### src/rtl/hi_lo_muldiv_pkg.sv
// muldiv_pkg: shared encodings and sizes for the HI/LO multiply/divide unit.
// Latency: n/a (types and constants only).
// Backpressure: n/a.
package muldiv_pkg;

  localparam int DEF_WIDTH = 32;
  localparam int CNT_W     = $clog2(DEF_WIDTH);

  typedef enum logic [1:0] {
    OP_MULT  = 2'b00,
    OP_MULTU = 2'b01,
    OP_DIV   = 2'b10,
    OP_DIVU  = 2'b11
  } op_e;

  typedef enum logic [1:0] {
    S_IDLE = 2'd0,
    S_BUSY = 2'd1,
    S_DONE = 2'd2
  } state_e;

endpackage

### src/rtl/hi_lo_muldiv_if.sv
// hi_lo_muldiv_if: operand/command/result bundle between pipeline and HI/LO unit.
// Latency: n/a (wires only).
// Backpressure: busy from the slave stalls the master's MFHI/MFLO/muldiv issue.
interface hi_lo_muldiv_if
  import muldiv_pkg::*;
#(
  parameter int WIDTH = DEF_WIDTH
);
  logic             start;
  logic [1:0]       op;
  logic [WIDTH-1:0] opA;
  logic [WIDTH-1:0] opB;
  logic             mthiEn;
  logic             mtloEn;
  logic [WIDTH-1:0] mtData;
  logic             busy;
  logic             done;
  logic [WIDTH-1:0] hi;
  logic [WIDTH-1:0] lo;

  modport master (
    output start, op, opA, opB, mthiEn, mtloEn, mtData,
    input  busy, done, hi, lo
  );

  modport slave (
    input  start, op, opA, opB, mthiEn, mtloEn, mtData,
    output busy, done, hi, lo
  );
endinterface

### src/rtl/hi_lo_muldiv_iter_core.sv
// muldiv_iter_core: 2*WIDTH working register doing one radix-2 mul or div step per cycle.
// Latency: step_res is combinational from the register; the register advances on each step edge.
// Backpressure: none; the parent FSM sequences load/step.
module muldiv_iter_core
  import muldiv_pkg::*;
#(
  parameter int WIDTH = DEF_WIDTH
) (
  input  logic               clock,
  input  logic               reset,
  input  logic               load,
  input  logic               step,
  input  logic               is_div,
  input  logic [WIDTH-1:0]   init_lo,
  input  logic [WIDTH-1:0]   init_opnd,
  output logic [2*WIDTH-1:0] step_res
);

  logic [2*WIDTH-1:0] acc_q, acc_d;
  logic [WIDTH-1:0]   opnd_q, opnd_d;
  logic [WIDTH:0]     rem_sh, diff, sum;

  // One step: shift-right/add for multiply, shift-left/trial-subtract for divide.
  always_comb begin
    rem_sh = {acc_q[2*WIDTH-1:WIDTH], acc_q[WIDTH-1]};
    diff   = rem_sh - {1'b0, opnd_q};
    sum    = {1'b0, acc_q[2*WIDTH-1:WIDTH]} + (acc_q[0] ? {1'b0, opnd_q} : '0);
    if (is_div) begin
      // diff MSB clear means the trial subtract did not borrow: keep it, quotient bit 1.
      if (!diff[WIDTH]) step_res = {diff[WIDTH-1:0], acc_q[WIDTH-2:0], 1'b1};
      else              step_res = {rem_sh[WIDTH-1:0], acc_q[WIDTH-2:0], 1'b0};
    end else begin
      step_res = {sum, acc_q[WIDTH-1:1]};
    end
  end

  // Working register next-state: load seeds {0, x}, step applies one iteration.
  always_comb begin
    acc_d  = acc_q;
    opnd_d = opnd_q;
    if (load) begin
      acc_d  = {{WIDTH{1'b0}}, init_lo};
      opnd_d = init_opnd;
    end else if (step) begin
      acc_d = step_res;
    end
  end

  // Working register state.
  always_ff @(posedge clock) begin
    if (reset) begin
      acc_q  <= '0;
      opnd_q <= '0;
    end else begin
      acc_q  <= acc_d;
      opnd_q <= opnd_d;
    end
  end

endmodule

### src/rtl/hi_lo_muldiv.sv
// hi_lo_muldiv: iterative MULT/MULTU/DIV/DIVU unit owning HI/LO, with MTHI/MTLO writes.
// Latency: WIDTH+1 cycles start-to-done (1 cycle for zero operands with MULDIV_FAST_ZERO_EN).
// Backpressure: busy stalls the pipeline; start during busy is dropped; start beats MTHI/MTLO.
module hi_lo_muldiv
  import muldiv_pkg::*;
#(
  parameter int WIDTH = DEF_WIDTH
) (
  input logic            clock,
  input logic            reset,
  hi_lo_muldiv_if.slave  bus
);

  localparam int CW = (WIDTH == DEF_WIDTH) ? CNT_W : $clog2(WIDTH);

  state_e             state_q, state_d;
  logic [CW-1:0]      cnt_q, cnt_d;
  logic               is_div_q, is_div_d;
  logic               neg_q, neg_d;
  logic               rem_neg_q, rem_neg_d;
  logic               div0_q, div0_d;
  logic               busy_q, busy_d;
  logic               done_q, done_d;
  logic [WIDTH-1:0]   hi_q, hi_d, lo_q, lo_d;

  logic               op_is_div, op_signed, a_neg, b_neg;
  logic               accept, fast_zero, core_load, core_step;
  logic [WIDTH-1:0]   a_mag, b_mag, init_lo, init_opnd;
  logic [2*WIDTH-1:0] step_res, prod_fix;
  logic [WIDTH-1:0]   quot_fix, rem_fix;

  // Operand decode: magnitudes for signed ops; the core always works unsigned.
  always_comb begin
    op_is_div = (bus.op == OP_DIV) || (bus.op == OP_DIVU);
    op_signed = (bus.op == OP_MULT) || (bus.op == OP_DIV);
    a_neg     = op_signed & bus.opA[WIDTH-1];
    b_neg     = op_signed & bus.opB[WIDTH-1];
    a_mag     = a_neg ? -bus.opA : bus.opA;
    b_mag     = b_neg ? -bus.opB : bus.opB;
    accept    = bus.start && (state_q != S_BUSY);
`ifdef MULDIV_FAST_ZERO_EN
    fast_zero = (bus.opA == '0) || (bus.opB == '0);
`else
    fast_zero = 1'b0;
`endif
    core_load = accept && !fast_zero;
    core_step = (state_q == S_BUSY);
    init_lo   = op_is_div ? a_mag : b_mag;
    init_opnd = op_is_div ? b_mag : a_mag;
  end

  muldiv_iter_core #(.WIDTH(WIDTH)) u_core (
    .clock     (clock),
    .reset     (reset),
    .load      (core_load),
    .step      (core_step),
    .is_div    (is_div_q),
    .init_lo   (init_lo),
    .init_opnd (init_opnd),
    .step_res  (step_res)
  );

  // Sign fix-up of the final step; remainder follows the dividend, div-by-zero forces all-ones.
  always_comb begin
    prod_fix = neg_q ? -step_res : step_res;
    quot_fix = div0_q ? '1 : (neg_q ? -step_res[WIDTH-1:0] : step_res[WIDTH-1:0]);
    rem_fix  = rem_neg_q ? -step_res[2*WIDTH-1:WIDTH] : step_res[2*WIDTH-1:WIDTH];
  end

  // FSM next-state, HI/LO update and MTHI/MTLO writes (IDLE and DONE behave alike).
  always_comb begin
    state_d   = state_q;
    cnt_d     = cnt_q;
    is_div_d  = is_div_q;
    neg_d     = neg_q;
    rem_neg_d = rem_neg_q;
    div0_d    = div0_q;
    busy_d    = 1'b0;
    done_d    = 1'b0;
    hi_d      = hi_q;
    lo_d      = lo_q;
    case (state_q)
      S_BUSY: begin
        if (cnt_q == CW'(WIDTH - 1)) begin
          state_d = S_DONE;
          cnt_d   = '0;
          done_d  = 1'b1;
          if (is_div_q) begin
            hi_d = rem_fix;
            lo_d = quot_fix;
          end else begin
            {hi_d, lo_d} = prod_fix;
          end
        end else begin
          cnt_d  = cnt_q + CW'(1);
          busy_d = 1'b1;
        end
      end
      default: begin
        state_d = S_IDLE;
        if (accept) begin
          is_div_d  = op_is_div;
          neg_d     = a_neg ^ b_neg;
          rem_neg_d = a_neg;
          div0_d    = (bus.opB == '0);
          cnt_d     = '0;
          if (fast_zero) begin
            state_d = S_DONE;
            done_d  = 1'b1;
            if (op_is_div && (bus.opB == '0)) begin
              hi_d = bus.opA;
              lo_d = '1;
            end else begin
              hi_d = '0;
              lo_d = '0;
            end
          end else begin
            state_d = S_BUSY;
            busy_d  = 1'b1;
          end
        end else begin
          if (bus.mthiEn) hi_d = bus.mtData;
          if (bus.mtloEn) lo_d = bus.mtData;
        end
      end
    endcase
  end

  // FSM and output registers; reset aborts any operation in flight.
  always_ff @(posedge clock) begin
    if (reset) begin
      state_q   <= S_IDLE;
      cnt_q     <= '0;
      is_div_q  <= 1'b0;
      neg_q     <= 1'b0;
      rem_neg_q <= 1'b0;
      div0_q    <= 1'b0;
      busy_q    <= 1'b0;
      done_q    <= 1'b0;
      hi_q      <= '0;
      lo_q      <= '0;
    end else begin
      state_q   <= state_d;
      cnt_q     <= cnt_d;
      is_div_q  <= is_div_d;
      neg_q     <= neg_d;
      rem_neg_q <= rem_neg_d;
      div0_q    <= div0_d;
      busy_q    <= busy_d;
      done_q    <= done_d;
      hi_q      <= hi_d;
      lo_q      <= lo_d;
    end
  end

  assign bus.busy = busy_q;
  assign bus.done = done_q;
  assign bus.hi   = hi_q;
  assign bus.lo   = lo_q;

endmodule

### src/flat_wrapper.sv
// flat-port wrapper written by rule: the top's interface ports become plain ports
module hi_lo_muldiv_flat import muldiv_pkg::*;
#(
  parameter int WIDTH = DEF_WIDTH
)
  (clock, reset, bus_start, bus_op, bus_opA, bus_opB, bus_mthiEn, bus_mtloEn, bus_mtData, bus_busy, bus_done, bus_hi, bus_lo);
  hi_lo_muldiv_if #(.WIDTH(WIDTH)) bus_i ();
  input logic clock;
  input logic reset;
  input wire logic [$bits(bus_i.start)-1:0] bus_start;
  input wire logic [$bits(bus_i.op)-1:0] bus_op;
  input wire logic [$bits(bus_i.opA)-1:0] bus_opA;
  input wire logic [$bits(bus_i.opB)-1:0] bus_opB;
  input wire logic [$bits(bus_i.mthiEn)-1:0] bus_mthiEn;
  input wire logic [$bits(bus_i.mtloEn)-1:0] bus_mtloEn;
  input wire logic [$bits(bus_i.mtData)-1:0] bus_mtData;
  output wire logic [$bits(bus_i.busy)-1:0] bus_busy;
  output wire logic [$bits(bus_i.done)-1:0] bus_done;
  output wire logic [$bits(bus_i.hi)-1:0] bus_hi;
  output wire logic [$bits(bus_i.lo)-1:0] bus_lo;
  assign bus_i.start = bus_start;
  assign bus_i.op = bus_op;
  assign bus_i.opA = bus_opA;
  assign bus_i.opB = bus_opB;
  assign bus_i.mthiEn = bus_mthiEn;
  assign bus_i.mtloEn = bus_mtloEn;
  assign bus_i.mtData = bus_mtData;
  assign bus_busy = bus_i.busy;
  assign bus_done = bus_i.done;
  assign bus_hi = bus_i.hi;
  assign bus_lo = bus_i.lo;
  hi_lo_muldiv #(.WIDTH(WIDTH)) u_core (.clock(clock), .reset(reset), .bus(bus_i));
endmodule
### config.mk
export PLATFORM = sky130hd
export DESIGN_NAME = hi_lo_muldiv_flat
export DESIGN_NICKNAME = d
export VERILOG_FILES = /design/src/rtl/hi_lo_muldiv_pkg.sv /design/src/rtl/hi_lo_muldiv_if.sv /design/src/rtl/hi_lo_muldiv_iter_core.sv /design/src/rtl/hi_lo_muldiv.sv /design/src/flat_wrapper.sv
export SDC_FILE = /design/constraint.sdc
export NUM_CORES = 1
export LEC_CHECK = 0
export ABC_CLOCK_PERIOD_IN_PS = 4900
export CAP_MARGIN = 20
export CORE_MARGIN = 5
export CORE_UTILIZATION = 50
export DETAILED_ROUTE_END_ITERATION = 8
export HOLD_SLACK_MARGIN = 0.06
export MAX_ROUTING_LAYER = met4
export PLACE_DENSITY = 0.87
export RECOVER_POWER = 25
export SYNTH_ARGS = -nofsm -noshare
export SYNTH_HDL_FRONTEND = slang
export SYNTH_SLANG_ARGS = --single-unit
### constraint.sdc
create_clock -name clock -period 4.9 [get_ports clock]
set_clock_uncertainty 0.05 [all_clocks]
set_input_delay 0.735 -clock clock [delete_from_list [all_inputs] [get_ports clock]]
set_output_delay 0.735 -clock clock [all_outputs]
set_load 0.05 [all_outputs]
Yosys cells after proc, flatten, opt, wreduce, memory -nomap -nowiden
Index checks and enable logic that the tools add are counted.
{ "totals": {"regBits": 173, "inputBits": 103, "elab_cells": 78} }
{ "classes": {"n_eq_ne": 7, "addsub": 8, "reduce_logical": 13, "mux": 33, "bitwise_logic": 4} }
{ "ops": {"columns": ["cell", "n"], "rows": [
  ["$mux 32", 20],
  ["$mux 64", 3],
  ["$neg 32->32", 4],
  ["$neg 64->64", 1],
  ["$add 32x32->33", 1],
  ["$sub 33x32->33", 1],
  ["$logic_not 32->1", 1],
  ["$mux 5", 3],
  ["$reduce_and 3->1", 2],
  ["$reduce_bool 2->1", 3],
  ["$add 5x1->5 const B", 1],
  ["$eq 5x5->1 const B", 1],
  ["$mux 1", 5],
  ["$eq 2x2->1 const B", 2],
  ["$mux 2", 2],
  ["$ne 2x2->1 const B", 2],
  ["$reduce_or 2->1", 2],
  ["$and 1x1->1", 2],
  ["$eq 2x1->1 const B", 1],
  ["$logic_not 2->1", 1],
  ["$logic_or 1x1->1", 2],
  ["$ne 2x1->1 const B", 1],
  ["$reduce_and 2->1", 1],
  ["$logic_and 1x1->1", 1],
  ["2 further kinds", 2]
]} }

Depth between registers and ports, before layout
{ "logic_depth": {"depth_word": 9, "mapped_depth": 24} }

Hierarchy
From an unflattened synthesis, not the netlist that was laid out.
{ "hier_totals": {"cells_unflattened": 2154, "area_unflattened_um2": 15838.9} }
{ "by_module_without_submodules": {"columns": ["module", "cells_each", "seq_area_each_um2", "area_each_um2", "n_inst"], "rows": [
  ["muldiv_iter_core", 1164, 1921.8, 8607.0, 1],
  ["hi_lo_muldiv", 990, 1541.5, 7231.9, 1]
]} }

Least setup slack after synthesis
Ideal clock, no wire load.
{ "synth_timing": {"kind": "register to register", "startpoint": "register u_core.u_core.acc_q[31]", "endpoint": "register u_core.hi_q[10], in the netlist u_core.bus.hi[10]", "t_arrival_ns": 4.982, "path_stages_with_launch": 23, "period_less_slack_ns": 5.118, "setup_ns": 0.086, "setup_slack_ns": -0.218, "n_path_buf": 0, "cell_sequence": "dfxtp_1 -> inv_1 -> ha_1 -> inv_1 -> fa_1 -> a211oi_2 -> nor3_1 -> o2111a_2 -> o2111a_2 -> o21ai_1 -> nor2_1 -> a21oi_1 -> ha_1 -> o21ai_0 -> or4_4 -> nor4b_4 -> nand2b_1 -> a21oi_1 -> or3b_2 -> o31ai_1 -> xnor2_1 -> a21boi_0 -> a211oi_1"} }
{ "synth_via": {"elab_chain_len": 8, "word_cells_on_any_way": 10, "classes_between": "3 x add/sub; 7 x mux"} }
{ "synth_rtl": {"columns": ["element", "line_no", "text"], "rows": [
  ["from (decl)", "hi_lo_muldiv_iter_core.sv:19", "logic [2*WIDTH-1:0] acc_q, acc_d;"],
  ["from (signal assigned)", "hi_lo_muldiv_iter_core.sv:52", "acc_q <= '0;"],
  ["from (signal assigned)", "hi_lo_muldiv_iter_core.sv:55", "acc_q <= acc_d;"],
  ["$sub 33x32->33", "hi_lo_muldiv_iter_core.sv:26", "diff = rem_sh - {1'b0, opnd_q};"],
  ["$mux 64", "hi_lo_muldiv_iter_core.sv:30", "if (!diff[WIDTH]) step_res = {diff[WIDTH-1:0], acc_q[WIDTH-2:0], 1'b1};"],
  ["$mux 64 (*)", "hi_lo_muldiv_iter_core.sv:28", "if (is_div) begin"],
  ["$neg 64->64 or $neg 32->32 (tied branches)", "hi_lo_muldiv.sv:65, hi_lo_muldiv.sv:67", null],
  ["$mux 64 or $mux 32 (tied branches)", "hi_lo_muldiv.sv:65, hi_lo_muldiv.sv:67", null],
  ["$mux 32 (*)", "hi_lo_muldiv.sv:88", "if (is_div_q) begin"],
  ["$mux 32 (*)", "hi_lo_muldiv.sv:84", "if (cnt_q == CW'(WIDTH - 1)) begin"],
  ["$mux 32 (*)", "hi_lo_muldiv.sv:82", "case (state_q)"],
  ["to (signal assigned)", "hi_lo_muldiv.sv:151", "hi_q <= hi_d;"],
  ["to (decl)", "hi_lo_muldiv.sv:24", "logic [WIDTH-1:0] hi_q, hi_d, lo_q, lo_d;"]
]} }
Mark *: on every way between the ends. The rest lies on a longest branch, timed or not. The select of a mux whose other input is x is not followed.
A chain may end at the register's enable or synchronous reset.

Worst setup path in the final report
{ "layout_timing": {"startpoint": "register u_core.u_core.acc_q[31]", "endpoint": "register u_core.hi_q[26], in the netlist u_core.bus.hi[26]"} }
Same word-level chain as after synthesis.

==> impl_metrics.toml <==
[status]
outcome = "finished with violations"
violations = "max-capacitance violations, max-slew violations"

[pwr]
power_frac_seq = 0.286
swShare = 0.427
internal-power_w = 0.00320
leakagePower_nw = 8.02
p_switching_w = 0.00238
power_frac_comb = 0.462
ir_worst_vdd_uv = 296
p_per_area_mw_per_mm2 = 277
clock_power_share = 0.253
total_power_w = 0.00558

[setup_path]
path_cells = "inv_2 -> ha_4 -> inv_2 -> fa_2 -> a211oi_4 -> nor3_2 -> o2111a_2 -> buf_4 -> o2111ai_4 -> a21oi_2 -> buf_4 -> nor4_1 -> a311oi_1 -> or2_4 -> or4_4 -> o41ai_4 -> xnor2_1 -> a2111oi_2"
worst_setup_path_start_kind = "register"
cp_slowest_cell = "nor4_1"
worstPathArrival_ns = 5.13
worstPathMaxFanout = 11
worst-r2r-setup-slack_ns = 0.06
worstPathRequired_ns = 5.20
max_stage_delay_ns = 0.58
r2r_cells = 18
endpoint_kind = "register"
cp-startpoint = "u_core.u_core.acc_q[31]"
r2r-start = "u_core.u_core.acc_q[31]"
endpoint = "u_core.bus.hi[26]"
crit_type = "reg2reg"
reg2reg_to = "u_core.bus.hi[26]"

[floorplan]
initial_core_util = 0.507
io_pins = 169
core-area_mm2 = 0.0316
die_w_um = 189
die_y_um = 189
row_count = 65
die_area_mm2 = 0.0358

[grt]
grt_pass1_vias = 18000
grt_usage = 0.399
grt_pass1_wl_mm = 108
grt_max_degree = 125
antenna_found_initial = 1
overflow = 0

[synth]
synth.area.mux_share = 0.0359
ys_ff_latch = 173
ys_warn_count = 0
syn_area_mm2 = 0.0160
synth-xor-area-share = 0.0808
yosys.cell_types.count = 88
synth_compound_area_frac = 0.303
postSynth.asyncResetShare = 0
synth_top_family_by_area = "compound AO/OA/AOI/OAI gates"
synthSimpleGateAreaFrac = 0.253
synthAdderAreaFrac = 0.0571
synth_area_per_cell_um2 = 7.06
synth_enable_flop_cells = 0
ys.flop_type = "dfxtp_1"
syn_nets = 2448
syn_inst = 2273
yosysSeqAreaShare = 0.216

[route]
drc = 0
drtIter0Drc = 2517
first_pass_iters = 6
viasPerCell = 6.53
via_count = 19200
wirelength_mm = 72.8
drt-wirelength-per-cell_um = 24.7
postRouteAntennaNets = 0

[clocking]
cts_tree = "built"
h-tree-depth = 4
cts_inserted_buffers = 17
clkSinkCount = 173
hold_buffers = 0
clock_latency_ns = 0.46
clk_pin_slew_ns = 0.08
cts-root-buf = "clkbuf_16"
cts.path.max_buffers = 2

[timing]
rsz0062_at_grt = "yes"
slew_violations = 93
finalHoldViolCount = 0
worst_slew_margin_rel = -0.987
finalCritPeriodShare = 0.987
timing.fmax_mhz = 207
worst_pin_slew_ns = 2.98
finalCriticalPeriod_ns = 4.84
setup_viol = 0
setup_ws_ns = 0.0647

[finish]
layout_commonest_cell = "nand2_1"
finalNetCount = 2703
n_fill_cell = 2808
layout_common_cells = "nand2_1 (290), nor2_1 (212), buf_4 (211)"
area_growth_pct = 25.6
drive_gt1_frac = 0.139

[place]
dp_hpwl_mm = 57.7
gp_congestion = 1.04
port_buffers = 168
place_ws_ns = -0.0782

[flow_run]
max_cap_viol_count = 2

[worst_hold_path]
hp-class = "reg2reg"
through the flow:
stage          setup TNS [ns]   util  instance area, µm²  cells  hold WS [ns]
2_1_floorplan         -0.0302      -               16100   2273         0.390
3_3_place_gp                0  0.608               19200   2902         0.392
3_5_place_dp           -0.202  0.609               19300   2903         0.401
4_1_cts               -0.0466  0.628               19900   2936         0.412
5_1_grt               -0.0776  0.637               20100   2944         0.437
6_report                    0  0.637               20100   2945         0.413
final cells by class:
class	count	area, µm²	share of cell area
flip-flops and latches	173	3470	0.172
clock inverters	14	149	0.00739
clock buffers	18	429	0.0213
well taps	402	503	0.0250
diodes	2	5.00	0.000248
repair buffers	384	3330	0.165
inverters	70	263	0.0130
multi-input cells	1882	12000	0.595
cells by family after synthesis:
family / count (synthesis)
simple gates: 853
buf+inv: 218
fa+ha+maj: 72
compound gates: 753
flops: 173
mux: 56
xor+xnor: 148
flip-flops by register name (all words and copies together) (netlist names):
| name | count |
|---|---|
| u_core.u_core.acc_q | 64 |
| u_core.bus.hi | 32 |
| u_core.bus.lo | 32 |
| u_core.u_core.opnd_q | 32 |
| u_core.cnt_q | 5 |
| u_core.state_q | 2 |
| u_core.bus.busy | 1 |
| u_core.bus.done | 1 |
| u_core.div0_q | 1 |
| u_core.is_div_q | 1 |
| u_core.neg_q | 1 |
| u_core.rem_neg_q | 1 |
power by group through the flow:
stage	registers, W	logic [W]	clock network, W
floorplan	0.00170	0.00132	0
CTS	0.00159	0.00245	0.00141
global placement	0.00161	0.00240	0
detailed placement	0.00162	0.00243	0
finish	0.00159	0.00258	0.00141
global route	0.00160	0.00271	0.00147
per-layer routing:
layer / routed length, µm / vias up / track usage
met5: 0 / - / -
li1: - / 8812 / -
met1: 28500 / 8996 / 0.498
met4: 3610 / 0 / 0.161
met3: 7650 / 188 / 0.0815
met2: 33000 / 1231 / 0.635
timing repair:
| action | 4_1_cts | 5_1_grt |
|---|---|---|
| setup endpoints to repair | 4 | 21 |
| buffers inserted | 1 | 7 |
| gates resized for setup | 7 | 54 |
| pin swaps | 7 | 26 |
critical path, delay by kind of cell, from the launching register on:
kind / cells / cell delay (ns)
and+or+nand+nor: 4 / 1.52
buffers and inverters: 4 / 0.47
adders and majority gates: 2 / 0.51
AOI/OAI and AO/OA: 7 / 1.72
xor gates and xnor gates: 1 / 0.12
DFF: 1 / 0.33
how the worst min path moves through the flow:
| stage | start | to | slack [ns] | depth (start not counted) |
|---|---|---|---|---|
| 2_1_floorplan | u_core.u_core.opnd_q[1] | u_core.u_core.opnd_q[1] | 0.39 | 2 |
| 3_3_place_gp | u_core.bus.lo[1] | u_core.bus.lo[1] | 0.39 | 2 |
| 3_5_place_dp | u_core.bus.hi[12] | u_core.bus.hi[12] | 0.40 | 2 |
| 4_1_cts | u_core.bus.hi[12] | u_core.bus.hi[12] | 0.41 | 2 |
| 5_1_grt | u_core.bus.hi[8] | u_core.bus.hi[8] | 0.44 | 2 |
| 6_report | u_core.bus.hi[12] | u_core.bus.hi[12] | 0.41 | 2 |
synthesized netlist by cell type, drive strengths merged, types with 62 or more instances:
cell | number | area, µm²
inv | 70 | 263
dfxtp | 173 | 3460
clkbuf | 106 | 399
xor2 | 62 | 543
a211oi | 96 | 731
o21ai | 163 | 823
xnor2 | 86 | 753
a21oi | 217 | 1120
nor2 | 215 | 817
ha | 70 | 876
nor3 | 69 | 345
nand2 | 290 | 1090
No activity file was read; power rests on OpenSTA's default activity.
